### src/rtl/reg_wb_queue.sv
`default_nettype none
// ============================================================================
// Module      : reg_wb_queue
// Description : Write-back FIFO merging load-return and ALU-result writes into
//               one register-file write port, with two forwarding lookups.
// Revision    : 1.0 - initial release
// ============================================================================
module reg_wb_queue #(
    parameter int DEPTH = 4
) (
    input  logic                    clk,
    input  logic                    rst,
    input  logic                    mem_we,
    input  logic [4:0]              mem_waddr,
    input  logic [31:0]             mem_wdata,
    input  logic                    ex_we,
    input  logic [4:0]              ex_waddr,
    input  logic [31:0]             ex_wdata,
    output logic                    wb_we,
    output logic [4:0]              wb_waddr,
    output logic [31:0]             wb_wdata,
    input  logic [4:0]              fwd_raddr1,
    input  logic [4:0]              fwd_raddr2,
    output logic                    fwd_hit1,
    output logic                    fwd_hit2,
    output logic [31:0]             fwd_data1,
    output logic [31:0]             fwd_data2,
    output logic                    stall_req,
    output logic [$clog2(DEPTH):0]  count,
    output logic                    overflow
);

    localparam int c_aw = $clog2(DEPTH);
    localparam int c_cw = c_aw + 1;

    logic [4:0]      r_q_addr [DEPTH];
    logic [31:0]     r_q_data [DEPTH];
    logic [c_aw-1:0] r_head;
    logic [c_aw-1:0] r_tail;
    logic [c_cw-1:0] r_count;
    logic            r_wb_we;
    logic [4:0]      r_wb_waddr;
    logic [31:0]     r_wb_wdata;
    logic            r_overflow;

    logic            w_pop;
    logic [c_cw-1:0] w_free;
    logic            w_mem_req;
    logic            w_ex_req;
    logic            w_mem_acc;
    logic            w_ex_acc;
    logic            w_drop;
    logic [c_cw-1:0] w_count_next;
    logic [c_aw-1:0] w_ex_slot;

    // The head leaving this edge frees its slot for this edge's pushes.
    assign w_pop        = (r_count != '0);
    assign w_free       = c_cw'(DEPTH) - r_count + c_cw'(w_pop);
    assign w_mem_req    = mem_we && (mem_waddr != 5'd0);
    assign w_ex_req     = ex_we && (ex_waddr != 5'd0);
    assign w_mem_acc    = w_mem_req && (w_free >= c_cw'(1));
    assign w_ex_acc     = w_ex_req && (w_free >= (w_mem_acc ? c_cw'(2) : c_cw'(1)));
    assign w_drop       = (w_mem_req && !w_mem_acc) || (w_ex_req && !w_ex_acc);
    assign w_count_next = r_count - c_cw'(w_pop) + c_cw'(w_mem_acc) + c_cw'(w_ex_acc);
    assign w_ex_slot    = r_tail + c_aw'(w_mem_acc);

    always_ff @(posedge clk or posedge rst) begin
        if (rst) begin
            r_head     <= '0;
            r_tail     <= '0;
            r_count    <= '0;
            r_wb_we    <= 1'b0;
            r_wb_waddr <= '0;
            r_wb_wdata <= '0;
            r_overflow <= 1'b0;
        end else begin
            if (w_pop) begin
                r_wb_we    <= 1'b1;
                r_wb_waddr <= r_q_addr[r_head];
                r_wb_wdata <= r_q_data[r_head];
                r_head     <= r_head + c_aw'(1);
            end else begin
                r_wb_we    <= 1'b0;
            end
            r_tail  <= r_tail + c_aw'(w_mem_acc) + c_aw'(w_ex_acc);
            r_count <= w_count_next;
            if (w_drop) begin
                r_overflow <= 1'b1;
            end
        end
    end

    // Storage needs no reset: occupancy alone decides which slots are valid.
    always_ff @(posedge clk) begin
        if (w_mem_acc) begin
            r_q_addr[r_tail] <= mem_waddr;
            r_q_data[r_tail] <= mem_wdata;
        end
        if (w_ex_acc) begin
            r_q_addr[w_ex_slot] <= ex_waddr;
            r_q_data[w_ex_slot] <= ex_wdata;
        end
    end

    for (genvar p = 0; p < 2; p++) begin : g_fwd
        logic [4:0]  raddr;
        logic        hit;
        logic [31:0] data;

        assign raddr = (p == 0) ? fwd_raddr1 : fwd_raddr2;

        // Later assignments override earlier ones: youngest entry, then mem, then ex.
        always_comb begin
            hit  = 1'b0;
            data = '0;
            if (raddr != 5'd0) begin
                for (int i = 0; i < DEPTH; i++) begin
                    if ((c_cw'(i) < r_count) && (r_q_addr[r_head + c_aw'(i)] == raddr)) begin
                        hit  = 1'b1;
                        data = r_q_data[r_head + c_aw'(i)];
                    end
                end
                if (mem_we && (mem_waddr == raddr)) begin
                    hit  = 1'b1;
                    data = mem_wdata;
                end
                if (ex_we && (ex_waddr == raddr)) begin
                    hit  = 1'b1;
                    data = ex_wdata;
                end
            end
        end
    end

    assign fwd_hit1  = g_fwd[0].hit;
    assign fwd_data1 = g_fwd[0].data;
    assign fwd_hit2  = g_fwd[1].hit;
    assign fwd_data2 = g_fwd[1].data;

    assign stall_req = (c_cw'(DEPTH) - r_count) < c_cw'(2);
    assign count     = r_count;
    assign wb_we     = r_wb_we;
    assign wb_waddr  = r_wb_waddr;
    assign wb_wdata  = r_wb_wdata;
    assign overflow  = r_overflow;

endmodule
`default_nettype wire

### config.mk
export PLATFORM = sky130hd
export DESIGN_NAME = reg_wb_queue
export DESIGN_NICKNAME = d
export VERILOG_FILES = /design/src/rtl/reg_wb_queue.sv
export SDC_FILE = /design/constraint.sdc
export NUM_CORES = 1
export LEC_CHECK = 0
export CAP_MARGIN = 5
export CORE_AREA = 5 5 175 194
export CTS_BUF_LIST = sky130_fd_sc_hd__clkbuf_4
export DETAILED_ROUTE_END_ITERATION = 8
export DIE_AREA = 0 0 180 199
export DONT_BUFFER_PORTS = 1
export PLACE_DENSITY = 0.72
export SLEW_MARGIN = 30
export SYNTH_ARGS = -nofsm -noshare
export SYNTH_HDL_FRONTEND = slang
export SYNTH_SLANG_ARGS = --single-unit
export TNS_END_PERCENT = 30
### constraint.sdc
create_clock -name clk -period 4.5 [get_ports clk]
set_clock_uncertainty 0.2 [all_clocks]
set_input_delay 0.675 -clock clk [delete_from_list [all_inputs] [get_ports clk]]
set_output_delay 0.675 -clock clk [all_outputs]
set_load 0.01 [all_outputs]
==> flow_summary.toml <==
[global_routing]
gr-total-overflow = 0
grt_start_max_net_pins = 110
grt_pass1_vias = 13800
antenna_found_initial = 2
grt_pass1_wl_um = 84300
grt_usage = 0.306

[placement]
gp_routability_congestion = 0.918
portBuffers = 0
place_ws_ns = 0.248
dp_hpwl_um = 37000

[synthesis]
syn-cell-area_um2 = 17100
synth_top_area_share = 0.260
syn_avg_cell_area_um2 = 12.2
synth.largest_area_cell = "edfxtp_1"
syn_inst = 1406
ys_ff_latch = 194
yosysUniqueCellTypes = 60
syn-num-nets = 1508
yosys_warnings = 0
ys_top_cells_by_area = "edfxtp_1, mux4_2, mux2_2"
synth-seq-area-share = 0.327

[die]
die_w_um = 180
core_area_um2 = 31900
num_rows = 69
die_area_um2 = 35800
start_util = 0.538
dieHeight_um = 199
io_pins = 197

[worst_setup_path]
cp_data_arrival_time_ns = 3.59
crit_chain = "buf_4, buf_4, mux4_2, xor2_1, nor4_4, buf_4, buf_12, a32o_2, o221ai_2, a21oi_4, buf_4"
path_class = "register to output port"
crit_slowest_cell = "dfrtp_4"
worstPathMaxFanout = 32
crit_required_ns = 3.62
crit_buf_inv = 5
endpoint_kind = "output port"
crit_path_start_kind = "register"
critPathMostFrequentCell = "buf_4"
crit_family = "buffers and inverters"
cpPeakStageDelay_ns = 0.53

[cts]
h-tree-depth = 4
cts_buffers = 17
insertion_delay_ns = 0.65
cts.sinks = 194
cts_tree = "yes"
path_clk_slew_ns = 0.18
root_buffer = "clkbuf_4"
clk_path_buf_depth = 2

[cells_and_area]
postLayoutCoreUtil = 0.575
drive_above_1_share = 0.418
nets = 1501
final_common_cell = "nand2_1"
syn2layout_area_growth_pct = 7.02
final_cell_mix = "nand2_1, mux2_2, edfxtp_1, buf_4, mux4_2"

[drt]
drtAntennaViolNets = 0
wl_per_cell_um = 30.9
drc_errors = 2
drt-initial-drc-count = 2069
drt-total-wl_um = 56800
dr.pass1.iters = 9
avgViaCountPerCell = 7.44
num_vias = 13700

[sta]
fin_ws_ns = 0.0307
max_freq_mhz = 224
post-route-min-period_ns = 4.47
worst_slew_pin_slew_ns = 0.804
rsz0062_at_grt = "true"
period_share = 0.993
drv_slew = 0
setup_viol = 0
hold_viol = 0
max_slew_margin = 0.464

[power_and_ir_drop]
ir_drop_mv = 0.531
p_leak_nw = 6.60
p_per_area_nw_per_um2 = 910
fin_total_pwr_mw = 16.7

[min_path]
hold_path.class = "input port to register"

[run_status]
violations = "design-rule violations"
outcome = "finished with violations"

[flow_run]
cap_violations = 0
==> metrics by stage <==
step	instance area [um2]	cells	TNS, ns	hold slack (ns)
floorplan	17100	1406	0	0.307
global placement	17600	1788	0	0.328
detailed placement	17600	1788	0	0.331
CTS	18100	1832	0	0.0229
global route	18300	1839	-0.0823	0.00451
finish	18300	1840	0	0.0332
==> synthesized netlist by cell type, drive strengths merged <==
master,n
buf,72
and2,31
a211oi,33
mux2i,36
o221ai,96
nand2b,4
a21o,1
nor3,6
nand2,183
inv,46
a221oi,32
nor2b,1
xor2,29
a21oi,67
nand4bb,1
or2,3
dfrtp,46
a31o,4
a32o,32
o21a,34
o2111ai,1
nor4,6
xnor2,38
o21ai,4
and3,1
mux2,150
ha,12
mux4,144
a21boi,1
edfxtp,148
nand3b,1
nor3b,3
nand3,4
dlygate4sd1,2
clkdlybuf4s15,1
fa,2
or3,1
nor2,42
nand4,6
clkbuf,80
or4,2
==> final timing paths <==
path	depth (start not counted)	startpoint	to	slack [ns]
worst min register to register	2	wb_wdata[5]	wb_wdata[5]	0.36
worst max-delay path	11	r_head[0]	fwd_data1[0]	0.03
worst min-delay path	1	mem_wdata[18]	r_q_data[1][18]	0.03
max in group asynchronous	3	rst	wb_wdata[15]	2.88
min in group asynchronous	2	rst	wb_waddr[1]	0.39
worst max register to register	15	count[1]	r_q_data[3][13]	0.29
==> layout make-up <==
type	instances	area [um2]
antenna	2	5.00
multi-input combinational	1011	10500
clock inverter	14	185
tap	426	533
timing repair buffer	129	1190
inverter	46	173
sequential	194	5600
fill	2609	13500
clock buffer	18	135
==> power by group <==
group	total [mW]	switching, mW	internal (mW)
Sequential	4.10	0.874	3.23
Clock	1.09	0.647	0.446
Combinational	11.5	6.24	5.24
Total	16.7	7.76	8.92
==> state kept, by name, indices dropped and copies added, names as in the netlist <==
register,count
count,3
overflow,1
r_head,2
r_q_addr,20
r_q_data,128
r_tail,2
wb_waddr,5
wb_wdata,32
wb_we,1
==> cells by family (layout without fill, tap and decap cells) <==
| family | after synthesis | count (layout) | synth area share |
|---|---|---|---|
| AO/OA/AOI/OAI | 305 | 305 | 0.158 |
| adder cells (fa/ha/maj) | 14 | 14 | 0.0111 |
| XOR/XNOR | 67 | 67 | 0.0351 |
| other | 0 | 2 | 0 |
| AND/OR/NAND/NOR | 295 | 295 | 0.0770 |
| buffers and inverters | 201 | 207 | 0.0736 |
| flip-flops | 194 | 194 | 0.327 |
| multiplexers | 330 | 330 | 0.318 |
==> repair_timing <==
action / CTS / global route
endpoints found under the setup margin: 64 / 51
setup buffers: 11 / 5
hold buffers: 1 / 0
gates cloned: 0 / 1
gates resized for setup: 19 / 19
pin swaps: 1 / 4
endpoints found under the hold margin: 27 / 0
==> layer usage <==
metal  global-route usage  share of wire  routed length, um
met1                0.367           0.34              19500
met2                0.492           0.47              26500
met3                0.104           0.13               7270
met4                0.162          0.061               3450
met5                    0        0.00035                 20
(Power assumes the default switching activity.)
